==> src/rtl/cpu_types_pkg.sv <==
// cpu_types_pkg: shared CPU types, including the request sequencer state
package cpu_types_pkg;
  typedef enum logic [1:0] {
    FETCH  = 2'd0,
    DATA   = 2'd1,
    HALTED = 2'd2
  } reqstate_t;
endpackage

==> src/rtl/sat_counter.sv <==
// sat_counter: counter that increments on inc and holds at all-ones
module sat_counter #(
  parameter int CNT_W = 32
) (
  input  logic             CLK,
  input  logic             RST,
  input  logic             inc,
  output logic [CNT_W-1:0] count
);
  logic [CNT_W-1:0] count_q;
  always_ff @(posedge CLK) begin
    if (RST) count_q <= '0;
    else if (inc && count_q != '1) count_q <= count_q + 1'b1;
  end
  assign count = count_q;
endmodule

==> src/rtl/request_unit.sv <==
// request_unit: sequences fetch/data cache requests and emits PC-advance and writeback strobes
module request_unit
  import cpu_types_pkg::*;
#(
  parameter int CNT_W = 32
) (
  input  logic             CLK,
  input  logic             RST,
  input  logic             iREN,
  input  logic             dREN,
  input  logic             dWEN,
  input  logic             RegWr,
  input  logic             halt,
  input  logic             ihit,
  input  logic             dhit,
  output logic             imemREN,
  output logic             dmemREN,
  output logic             dmemWEN,
  output logic             pc_en,
  output logic             wb_en,
  output logic             halt_out,
  output logic             req_err,
  output logic [CNT_W-1:0] instr_cnt,
  output logic [CNT_W-1:0] stall_cnt
);
  reqstate_t state_q;
  logic dren_q, dwen_q, rwr_q, err_q;
  logic fetch, data, plain, stall;
  logic [CNT_W-1:0] icnt, scnt;
  always_ff @(posedge CLK) begin
    if (RST) begin
      state_q <= FETCH;
      dren_q  <= 1'b0;
      dwen_q  <= 1'b0;
      rwr_q   <= 1'b0;
      err_q   <= 1'b0;
    end else begin
      unique case (state_q)
        FETCH: if (ihit) begin
          if (halt) state_q <= HALTED;
          else if (dREN || dWEN) begin
            dren_q  <= dREN && !dWEN;
            dwen_q  <= dWEN;
            rwr_q   <= RegWr;
            err_q   <= err_q || (dREN && dWEN);
            state_q <= DATA;
          end
        end
        DATA: if (dhit) begin
          dren_q  <= 1'b0;
          dwen_q  <= 1'b0;
          rwr_q   <= 1'b0;
          state_q <= FETCH;
        end
        default: state_q <= HALTED;
      endcase
    end
  end
  // Every output is forced low while reset is held, even before the first edge.
  always_comb begin
    fetch     = !RST && state_q == FETCH;
    data      = !RST && state_q == DATA;
    plain     = fetch && ihit && !halt && !dREN && !dWEN;
    imemREN   = fetch && iREN;
    dmemREN   = data && dren_q;
    dmemWEN   = data && dwen_q;
    pc_en     = plain || (data && dhit);
    wb_en     = (plain && RegWr) || (data && dhit && rwr_q);
    stall     = (fetch && iREN && !ihit) || (data && !dhit);
    halt_out  = !RST && state_q == HALTED;
    req_err   = !RST && err_q;
    instr_cnt = RST ? '0 : icnt;
    stall_cnt = RST ? '0 : scnt;
  end
  sat_counter #(.CNT_W(CNT_W)) u_icnt (.CLK(CLK), .RST(RST), .inc(pc_en), .count(icnt));
  sat_counter #(.CNT_W(CNT_W)) u_scnt (.CLK(CLK), .RST(RST), .inc(stall), .count(scnt));
endmodule

==> config.mk <==
export PLATFORM = sky130hd
export DESIGN_NAME = request_unit
export DESIGN_NICKNAME = d
export VERILOG_FILES = /design/src/rtl/cpu_types_pkg.sv /design/src/rtl/sat_counter.sv /design/src/rtl/request_unit.sv
export SDC_FILE = /design/constraint.sdc
export NUM_CORES = 1
export LEC_CHECK = 0
export BUFFER_PORTS_ARGS = -buffer_cell sky130_fd_sc_hd__clkbuf_2
export CAP_MARGIN = 30
export CORE_UTILIZATION = 47
export DETAILED_ROUTE_END_ITERATION = 10
export PLACE_DENSITY = 0.67
export SYNTH_ARGS = -nofsm -noshare
export SYNTH_HDL_FRONTEND = slang
export SYNTH_SLANG_ARGS = --single-unit
==> constraint.sdc <==
create_clock -name CLK -period 6.4 [get_ports CLK]
set_clock_uncertainty 0.1 [all_clocks]
set_input_delay 0.64 -clock CLK [delete_from_list [all_inputs] [get_ports CLK]]
set_output_delay 0.64 -clock CLK [all_outputs]
set_load 0.02 [all_outputs]
==> results.txt, run 1 <==
outcome: finished with violations
violated checks: design-rule violations
share of the core filled with cells in the final layout: 0.5656
fin crit period: 2.567 ns
FFs w/ async S/R, synth: 0
Worst Tran Pin Value: 0.6336 ns
fraction of layout cells with a size suffix above 1: 0.2601
CP Class: reg -> out
WL met1: 4474 µm
post-route total power: 0.0008577 W
Residual DRC: 2
Sink Count: 70
area delta synth->final: 16.98%
Final Hold Violating Endpoints: 0
drt pass-1 iters: 7
CTS tree: built
MaxCap Viol Count: 0
most frequent cells in the layout: 78 x clkbuf_2, 70 x dfxtp_1, 54 x nor2_1
Primary FF master, synth: dfxtp_1
cells after synthesis: 470
Die ar.: 0.008824 mm²
average vias per placed instance: 5.521
Worst EP required: 5.66 ns
fmax: 0.3896 GHz
FF-to-FF path depth: 6
P_int: 0.0006527 W
die height: 93.94 µm
worst path bufs/invs: 2
GRT Util Overall: 0.2252
worst hold path class: reg -> reg
PnR worst setup slack: 3.833 ns
vias in the first global route: 3350
crit path cell chain: nor3b_2, a32oi_4, inv_1, clkbuf_2
Top Layer Used: met4
Max IR drop VDD: 0.09180 mV
Post-Syn Area: 0.003973 mm²
total CTS buffers: 9
row cnt: 33
initial antenna violation count: 0
Vias: 3594
CP Launch Type: register
final antenna-violating net count: 0
register area share after synthesis: 0.3528
Post-Syn Nets: 481
Slew HR: 0.5772
Post-CTS Setup Bufs: 0
CP Launch Point: state_q[0]$_SDFFE_PP0P_
LEAKAGE: 1.801 nW
Clock Path Buffers: 2
# IOs: 80
DRC marker count from the first detailed-route iteration: 161
commonest non-fill, non-tap cell in the layout: clkbuf_2
Crit-path slowest cell: dfxtp_1
CTS root buf: clkbuf_8
PD cells: 184.6 mW/mm²
first-pass GRT wire length: 15730 µm
sequential share of power: 0.515
RSZ-0062 raised after global routing: no
met2 WL: 4375 µm
Worst R2R End: u_icnt.count[8]$_SDFFE_PP0P_
Avg Inst Size Synth: 8.452 µm²
worst hold stages: 2
wire length per cell: 14.21 µm
endpoint class of the critical path: primary output
overflow left after global routing: 0
switching share of power: 0.2390
Initial Utilization: 0.4835
hpwl dp: 6742 µm
H-tree depth: 3
Logic pwr share: 0.049
setup_tns: 0 ns
port bufs: 79
fin. max-slew vios: 0
worst skew pair latency: 0.35 ns
largest net degree at the start of global routing: 111
Synth Register Bits: 70
crit-path max FO: 9
Largest stage delay, worst path: 0.56 ns
Met3 Wirelength: 311 µm
Final setup viols: 0
Setup WS pre-CTS: 3.559 ns
post-CTS resize count: 0
Die W: 93.94 µm
area of the multi-input gates: 0.002405 mm²
net switching power: 0.0002050 W
# nets final: 552
overall routed net length: 9249 µm
Core Box Area: 0.008217 mm²
Clock power frac: 0.436
WP data arrival: 1.83 ns
fill count: 768
worst hold start: dren_q$_SDFFE_PP0P_
Crit Reg-Reg Startpoint: state_q[0]$_SDFFE_PP0P_
routability-driven placement congestion ratio: 0.8645
final period utilization: 0.4010
Clk pin slew, worst setup/hold paths: 0.08 ns
distinct cell type count after synthesis: 59
Ys Warns: 0
flop-to-flop setup slack: 3.88 ns
ant diodes: 0
Hold EP: dren_q$_SDFFE_PP0P_
Post-synth EDFFs: 0
kind of cell adding the most delay to the critical path: flip-flops
# hold bufs at CTS: 0
Seq. cell area: 0.001401 mm²
==> routing by layer <==
| layer | vias up | track usage |
|---|---|---|
| li1 | 1827 | - |
| met1 | 1693 | 0.2971 |
| met2 | 66 | 0.3607 |
| met3 | 8 | 0.05502 |
| met4 | 0 | 0.06923 |
| met5 | - | 0 |
==> synth_stat cells (all sizes together) (3+ instances only) <==
library cell | count | share of area
nand2 | 21 | 0.020
mux2 | 28 | 0.079
o2111ai | 6 | 0.013
dfxtp | 70 | 0.35
a211oi | 3 | 0.0082
nor2 | 55 | 0.056
and3 | 13 | 0.020
nand4 | 18 | 0.030
a311oi | 5 | 0.011
a21oi | 21 | 0.026
or4 | 3 | 0.0076
a31oi | 3 | 0.0063
nor4 | 4 | 0.0079
o31ai | 3 | 0.0057
clkbuf | 12 | 0.011
nor3b | 5 | 0.016
nor3 | 6 | 0.0076
xnor2 | 10 | 0.022
inv | 18 | 0.017
and4 | 9 | 0.020
buf | 9 | 0.014
or3 | 12 | 0.019
nand3 | 27 | 0.034
nor2b | 50 | 0.079
and2 | 7 | 0.011
o21ai | 15 | 0.019
nand2b | 6 | 0.0094
xor2 | 5 | 0.011
==> power groups by stage <==
stage                     registers, W  clock network (W)  logic (W)
after global placement        0.000452                  0  0.0000393
final                         0.000442           0.000374  0.0000419
after CTS                     0.000442           0.000384  0.0000404
after global routing          0.000442           0.000405  0.0000470
after detailed placement      0.000452                  0  0.0000401
after floorplan               0.000450                  0  0.0000311
==> worst register-to-register path, delay by kind of cell (launching register included) <==
kind / cells / cell delay (ns)
simple gates: 2 / 0.75
flops: 1 / 0.56
compound gates: 2 / 0.47
mux: 1 / 0.37
buf+inv: 1 / 0.15
==> metrics by stage <==
stage	hold WS, ns	cells	instance area, µm²
after CTS	0.3710	650	4619
after global routing	0.4052	651	4647
after floorplan	0.3347	470	3973
final	0.3727	651	4647
after detailed placement	0.3571	634	4410
after global placement	0.3532	634	4410
==> cells by family after synthesis <==
family | share of synthesized area
xor+xnor | 0.03307
fa+ha+maj | 0.006298
compound gates | 0.1282
buf+inv | 0.04189
mux | 0.08189
simple gates | 0.3559
flops | 0.3528
==> worst max path at each step <==
stage | slack (ns) | end | cells past startpoint
2_1_floorplan | 3.79 | instr_cnt[23] | 5
3_3_place_gp | 3.59 | instr_cnt[20] | 4
3_5_place_dp | 3.56 | instr_cnt[19] | 4
4_1_cts | 3.55 | instr_cnt[19] | 4
5_1_grt | 3.67 | u_icnt.count[8]$_SDFFE_PP0P_ | 6
6_report | 3.83 | pc_en | 4
==> state kept, by name, indices dropped and copies added, names as in the netlist <==
signal        flops
err_q             1
dren_q            1
dwen_q            1
state_q           2
u_scnt.count     32
rwr_q             1
u_icnt.count     32
==> layout make-up <==
class / instances / share of cell area
tap: 105 / 0.02827
clock buffer: 11 / 0.03258
sequential: 70 / 0.3016
inverter: 18 / 0.01454
multi-input combinational: 361 / 0.5175
timing repair buffer: 81 / 0.09316
clock inverter: 5 / 0.01239
Power figures use the tool's default switching activity.
==> run 2: changes to the inputs <==
PLACE_DENSITY = 0.7   (was 0.67)
clock period = 2.1 ns   (was 6.4 ns; I/O delays follow)
==> run 2 against run 1 <==
The run now ends clean. Via count up 10%. Cell count up 11%. Global-route usage up 0.15 points. First-iteration DRC count down 12%. Non-clock buffer count up 71. Total power rose to 2.9 times the previous value. Sequential power rose to 3.1 times the previous value. Die area unchanged. Wire length up 6.0%. Clock-buffer cell count up 1. Clock power rose to 2.6 times the previous value. Critical path type is now reg -> reg. Critical endpoint is now u_icnt.count[30]$_SDFFE_PP0P_. Largest cell class unchanged. Highest routed layer unchanged.
==> results.txt, run 2 (synthesized netlist as in run 1, its figures left out) <==
vias in the first global route: 3616 (was 3350)
post-route insts no fill: 722 (was 651)
DRC marker count from the first detailed-route iteration: 141 (was 161)
Clock power frac: 0.392 (was 0.436)
Largest stage delay, worst path: 0.53 ns (was 0.56 ns)
RSZ-0062 raised after global routing: yes (was no)
H-tree depth: 3 (unchanged)
Final Hold Violating Endpoints: 0 (unchanged)
# IOs: 80 (unchanged)
Worst path depth: 6 (was 4)
commonest non-fill, non-tap cell in the layout: clkbuf_2 (unchanged)
routability-driven placement congestion ratio: 0.8276 (was 0.8645)
largest net degree at the start of global routing: 57 (was 111)
final period utilization: 0.9683
Core Box Area: 0.008217 mm² (unchanged)
LEAKAGE: 2.150 nW (was 1.801 nW)
fraction of layout cells with a size suffix above 1: 0.3825 (was 0.2601)
PnR worst setup slack: 0.06652 ns (was 3.833 ns)
Die W: 93.94 µm (unchanged)
CTS tree: built (unchanged)
worst path bufs/invs: 0 (was 2)
overflow left after global routing: 0 (unchanged)
flop-to-flop setup slack: 0.07 ns (was 3.88 ns)
Die ar.: 0.008824 mm² (unchanged)
post-route total power: 0.002468 W (was 0.0008577 W)
Worst Tran Pin Value: 0.5606 ns (was 0.6336 ns)
FF-to-FF path depth: 6 (unchanged)
final antenna-violating net count: 0 (unchanged)
PD cells: 471.3 mW/mm² (was 184.6 mW/mm²)
CP Launch Point: u_icnt.count[1]$_SDFFE_PP0P_ (was state_q[0]$_SDFFE_PP0P_)
average vias per placed instance: 5.474 (was 5.521)
met2 usage: 0.3820 (was 0.3607)
DP Cell Count: 703 (was 634)
grt met3 use: 0.05340 (was 0.05502)
Setup WS pre-CTS: -0.07946 ns (was 3.559 ns)
crit path cell chain: ha_4, and4_4, nand3_2, or4_4, or3_1, a21oi_1 (was nor3b_2, a32oi_4, inv_1, clkbuf_2)
Logic pwr share: 0.063 (was 0.049)
CP Launch Type: register (unchanged)
Max IR drop VDD: 0.3653 mV (was 0.09180 mV)
Initial Utilization: 0.4835 (unchanged)
drt pass-1 iters: 4 (was 7)
Slew HR: 0.6256 (was 0.5772)
busiest layer in global routing: met2 (unchanged)
hpwl dp: 7300 µm (was 6742 µm)
most frequent cells in the layout: 78 x clkbuf_2, 74 x buf_4, 63 x dfxtp_1 (was 78 x clkbuf_2, 70 x dfxtp_1, 54 x nor2_1)
met1 Use GR: 0.2868 (was 0.2971)
initial antenna violation count: 0 (unchanged)
ant diodes: 0 (unchanged)
MaxCap Viol Count: 0 (unchanged)
Crit Reg-Reg Startpoint: u_icnt.count[1]$_SDFFE_PP0P_ (was state_q[0]$_SDFFE_PP0P_)
Sink Count: 70 (unchanged)
switching share of power: 0.2493 (was 0.2390)
wire length per cell: 13.58 µm (was 14.21 µm)
Post-Place Cell Area: 0.004942 mm² (was 0.004410 mm²)
worst hold path class: in -> reg (was reg -> reg)
# hold bufs at CTS: 0 (unchanged)
fin crit period: 2.033 ns
Worst R2R End: u_icnt.count[30]$_SDFFE_PP0P_ (was u_icnt.count[8]$_SDFFE_PP0P_)
CP Class: reg -> reg (was reg -> out)
Crit-path slowest cell: or4_4 (was dfxtp_1)
net switching power: 0.0006155 W (was 0.0002050 W)
row cnt: 33 (unchanged)
GRT Util Overall: 0.2267 (was 0.2252)
crit-path max FO: 4 (was 9)
Clock Path Buffers: 2 (unchanged)
Final setup viols: 0 (unchanged)
sequential share of power: 0.545 (was 0.515)
endpoint class of the critical path: register (was primary output)
Vias: 3952 (was 3594)
Final Instance Area: 0.005238 mm² (was 0.004647 mm²)
Clk pin slew, worst setup/hold paths: 0.08 ns (about the same)
worst skew pair latency: 0.34 ns (was 0.35 ns)
port bufs: 79 (unchanged)
P_int: 0.001853 W (was 0.0006527 W)
fmax: 0.4918 GHz
fin. max-slew vios: 0 (unchanged)
Residual DRC: 0 (was 2)
CP Capture Point: u_icnt.count[30]$_SDFFE_PP0P_ (was pc_en)
# nets final: 623 (was 552)
CTS root buf: clkbuf_8 (unchanged)
kind of cell adding the most delay to the critical path: simple AND/OR/NAND/NOR gates (was flip-flops)
outcome: complete, no violations (was finished with violations)
overall routed net length: 9805 µm (was 9249 µm)
die height: 93.94 µm (unchanged)
WP data arrival: 2.20 ns (was 1.83 ns)
Worst EP required: 2.27 ns (was 5.66 ns)
first-pass GRT wire length: 16150 µm (was 15730 µm)
area delta synth->final: 31.84% (was 16.98%)
total CTS buffers: 9 (unchanged)
run 2: cell count changes in the layout (fill, tap and decap cells not counted), moves of 3 or more:
cell     change
and4_1       -3
and4_4       +3
buf_4       +72
dfxtp_1      -7
dfxtp_2      +6
run 2: how the worst min path moves through the flow:
| stage | to | slack, ns | start | depth (start not counted) |
|---|---|---|---|---|
| after floorplan | dwen_q$_SDFFE_PP0P_ | 0.26 | dWEN | 2 |
| after global placement | u_scnt.count[23]$_SDFFE_PP0P_ | 0.34 | u_scnt.count[23]$_SDFFE_PP0P_ | 1 |
| after detailed placement | dwen_q$_SDFFE_PP0P_ | 0.36 | dwen_q$_SDFFE_PP0P_ | 2 |
| after CTS | rwr_q$_SDFFE_PP0P_ | 0.02 | RegWr | 3 |
| after global routing | rwr_q$_SDFFE_PP0P_ | 0.02 | RegWr | 3 |
| final | rwr_q$_SDFFE_PP0P_ | 0.03 | RegWr | 3 |
run 2: repair_timing:
item                       4_1_cts  5_1_grt
setup endpoints to repair       14       39
resized for setup                4       24
hold endpoints to repair         0        0
buffers inserted                 0        3
pin swaps                        0        6
run 2: layout make-up:
cell class	count	area, µm²
inverters	18	67.56
fillers	729	2979
well taps	105	131.4
flip-flops and latches	70	1413
clock inverters	4	22.52
repair buffers	152	945.9
clock buffers	12	145.1
multi-input cells	361	2512
run 2: metrics by stage:
step | setup TNS [ns] | utilization | hold slack, ns
finish | 0 | 0.6374 | 0.02997
floorplan | -0.06271 | - | 0.2619
detailed placement | -0.3614 | 0.6015 | 0.3629
global route | -0.02436 | 0.6374 | 0.01978
CTS | 0 | 0.6240 | 0.01728
global placement | 0 | 0.6015 | 0.3450
run 2: power groups by stage:
stage	Combinational (W)	Sequential, W	Clock, W
final	0.000156	0.00135	0.000967
after global routing	0.000171	0.00135	0.00106
after CTS	0.000153	0.00134	0.000994
after detailed placement	0.000151	0.00137	0
after global placement	0.000147	0.00137	0
after floorplan	0.0000949	0.00137	0
run 2: routing by layer:
layer / share of wire / up-vias
met2: 0.48 / 93
li1: - / 1980
met3: 0.043 / 8
met4: 0.0071 / 0
met5: 0 / -
met1: 0.47 / 1871
run 2: worst register-to-register path, stage by stage (launching register included):
cell	delay (ns)
dfxtp_2	0.37
ha_4	0.15
and4_4	0.23
nand3_2	0.12
or4_4	0.53
or3_1	0.32
a21oi_1	0.14
==> run 3: changes to the inputs <==
ABC_AREA = 1   (was default)
PLACE_DENSITY = 0.68   (was 0.7)
==> run 3 against run 2 <==
Clock-buffer cell count shrank 2. Critical path depth is 4 higher. Die area increased by 24%. Register-to-register slack improved by 0.07 ns. Cell count grew 49%.
==> results.txt, run 3 <==
flop-to-flop setup slack: 0.14 ns (was 0.07 ns)
most frequent cell after synthesis: nand2_1 (was dfxtp_1)
vias in the first global route: 4643 (was 3616)
area delta synth->final: 15.49% (was 31.84%)
CP Class: reg -> reg (unchanged)
Post-Syn Nets: 863 (was 481)
# nets final: 947 (was 623)
fin. max-slew vios: 0 (unchanged)
ant diodes: 0 (unchanged)
outcome: complete, no violations (unchanged)
largest net degree at the start of global routing: 70 (was 57)
register area share after synthesis: 0.2830 (was 0.3528)
average vias per placed instance: 4.803 (was 5.474)
Residual DRC: 0 (unchanged)
Vias: 5173 (was 3952)
LEAKAGE: 2.203 nW (was 2.150 nW)
Sink Count: 70 (unchanged)
RSZ-0062 raised after global routing: no (was yes)
GRT Util Overall: 0.2341 (was 0.2267)
Final Hold Violating Endpoints: 0 (unchanged)
MaxCap Viol Count: 0 (unchanged)
FFs w/ async S/R, synth: 0 (unchanged)
row cnt: 37 (was 33)
busiest layer in global routing: met2 (unchanged)
met1 Use GR: 0.2908 (was 0.2868)
DRC marker count from the first detailed-route iteration: 251 (was 141)
CTS tree: built (unchanged)
wire length per cell: 11.62 µm (was 13.58 µm)
Ys Warns: 0 (unchanged)
Primary FF master, synth: dfxtp_1 (unchanged)
Initial Utilization: 0.4817 (was 0.4835)
Post-Syn Area: 0.004951 mm² (was 0.003973 mm²)
distinct cell type count after synthesis: 26 (was 59)
commonest non-fill, non-tap cell in the layout: nand2_1 (was clkbuf_2)
CTS root buf: clkbuf_8 (unchanged)
Worst Tran Pin Value: 0.4586 ns (was 0.5606 ns)
H-tree depth: 3 (unchanged)
# hold bufs at CTS: 0 (unchanged)
worst hold path class: in -> reg (unchanged)
Worst EP required: 2.23 ns (was 2.27 ns)
Final setup viols: 0 (unchanged)
fraction of layout cells with a size suffix above 1: 0.1838 (was 0.3825)
Logic pwr share: 0.070 (was 0.063)
port bufs: 79 (unchanged)
sequential share of power: 0.513 (was 0.545)
crit-path max FO: 26 (was 4)
initial antenna violation count: 0 (unchanged)
most frequent cells in the layout: 271 x nand2_1, 202 x nor2_1, 96 x inv_1 (was 78 x clkbuf_2, 74 x buf_4, 63 x dfxtp_1)
Avg Inst Size Synth: 5.811 µm² (was 8.452 µm²)
fill count: 1101 (was 729)
Clk pin slew, worst setup/hold paths: 0.08 ns (about the same)
Slew HR: 0.6931 (was 0.6256)
PD cells: 459.0 mW/mm² (was 471.3 mW/mm²)
Post-synth EDFFs: 0 (unchanged)
drt pass-1 iters: 5 (was 4)
met2 usage: 0.4092 (was 0.3820)
die height: 104.6 µm (was 93.94 µm)
WP data arrival: 2.10 ns (was 2.20 ns)
Die W: 104.6 µm (was 93.94 µm)
Die ar.: 0.01095 mm² (was 0.008824 mm²)
total CTS buffers: 9 (unchanged)
net switching power: 0.0006890 W (was 0.0006155 W)
overflow left after global routing: 0 (unchanged)
routability-driven placement congestion ratio: 0.8677 (was 0.8276)
Synth Register Bits: 70 (unchanged)
setup_tns: 0 ns (unchanged)
overall routed net length: 12510 µm (was 9805 µm)
top cell type's share of synthesized area: 0.2830 (was 0.3528)
hpwl dp: 9627 µm (was 7300 µm)
final antenna-violating net count: 0 (unchanged)
P_int: 0.001935 W (was 0.001853 W)
Synth top cells by count: 271 x nand2_1, 204 x nor2_1, 96 x inv_1 (was 70 x dfxtp_1, 54 x nor2_1, 50 x nor2b_1)
CP Launch Type: register (unchanged)
# IOs: 80 (unchanged)
Max IR drop VDD: 0.2760 mV (was 0.3653 mV)
fmax: 0.5089 GHz (was 0.4918 GHz)
grt met3 use: 0.04367 (was 0.05340)
Clock Path Buffers: 2 (unchanged)
endpoint class of the critical path: register (unchanged)
switching share of power: 0.2625 (was 0.2493)
first-pass GRT wire length: 21040 µm (was 16150 µm)
worst skew pair latency: 0.35 ns (was 0.34 ns)
fin crit period: 1.965 ns (was 2.033 ns)
post-route total power: 0.002624 W (was 0.002468 W)
final period utilization: 0.9357 (was 0.9683)
top post-synthesis cells by area: dfxtp_1 28%, nand2_1 21%, nor2_1 15% (was dfxtp_1 35%, mux2_2 7.9%, nor2b_1 7.9%)
cells after synthesis: 852 (was 470)
Synth area leader: dfxtp_1 (unchanged)
Clock power frac: 0.417 (was 0.392)
Core Box Area: 0.01028 mm² (was 0.008217 mm²)
-- run 3: critical path, stage by stage (launching register included) --
cell	delay [ns]
dfxtp_1	0.42
ha_1	0.21
inv_1	0.08
nor2_4	0.18
nand2_4	0.11
nor2_8	0.15
nand2_4	0.08
nand2_4	0.11
inv_2	0.19
nand2_1	0.15
a21oi_2	0.05
-- run 3: worst paths after layout --
path | startpoint | to | cells after the start
worst max-delay path | u_scnt.count[1]$_SDFFE_PP0P_ | u_scnt.count[18]$_SDFFE_PP0P_ | 10
worst min-delay path | ihit | state_q[0]$_SDFFE_PP0P_ | 3
worst max register to register | u_scnt.count[1]$_SDFFE_PP0P_ | u_scnt.count[18]$_SDFFE_PP0P_ | 10
worst min register to register | dwen_q$_SDFFE_PP0P_ | dwen_q$_SDFFE_PP0P_ | 2
-- run 3: final cells by class --
type	instances	area [µm²]	area share
timing repair buffer	99	564.3	0.09869
clock inverter	6	62.56	0.01094
sequential	70	1403	0.2453
clock buffer	10	127.6	0.02232
inverter	99	374.1	0.06543
multi-input combinational	657	3017	0.5276
tap	136	170.2	0.02976
-- run 3: cells by family after synthesis --
group	count (synthesis)	share of synthesized area
AOI/OAI and AO/OA	60	0.07582
xor gates and xnor gates	26	0.04599
adders and majority gates	2	0.005054
buffers and inverters	125	0.1104
DFF	70	0.2830
and+or+nand+nor	569	0.4797
-- run 3: what timing repair did --
action | CTS | global route
resized for setup | 0 | 7
buffers inserted | 0 | 0
setup endpoints to repair | 0 | 22
-- run 3: per-layer routing --
| layer | vias up | part of all wire |
|---|---|---|
| li1 | 2767 | - |
| met1 | 2297 | 0.46 |
| met2 | 93 | 0.49 |
| met3 | 16 | 0.036 |
| met4 | 0 | 0.016 |
| met5 | - | 0 |
-- run 3: power by group through the flow --
stage	Combinational, W	Clock (W)	Sequential, W
CTS	0.000183	0.00111	0.00135
global placement	0.000182	0	0.00138
floorplan	0.000143	0	0.00138
global route	0.000206	0.00117	0.00135
detailed placement	0.000182	0	0.00138
finish	0.000184	0.00109	0.00135
-- run 3: stage by stage --
step | hold WS, ns | setup slack (ns) | cells | area [µm²] | util
floorplan | 0.2642 | 0.2494 | 852 | 4951 | -
global placement | 0.3566 | 0.1487 | 1061 | 5507 | 0.5358
detailed placement | 0.3583 | 0.1200 | 1061 | 5507 | 0.5358
CTS | 0.01650 | 0.09140 | 1077 | 5697 | 0.5543
global route | 0.03300 | 0.01373 | 1077 | 5718 | 0.5564
finish | 0.02167 | 0.1350 | 1077 | 5718 | 0.5564
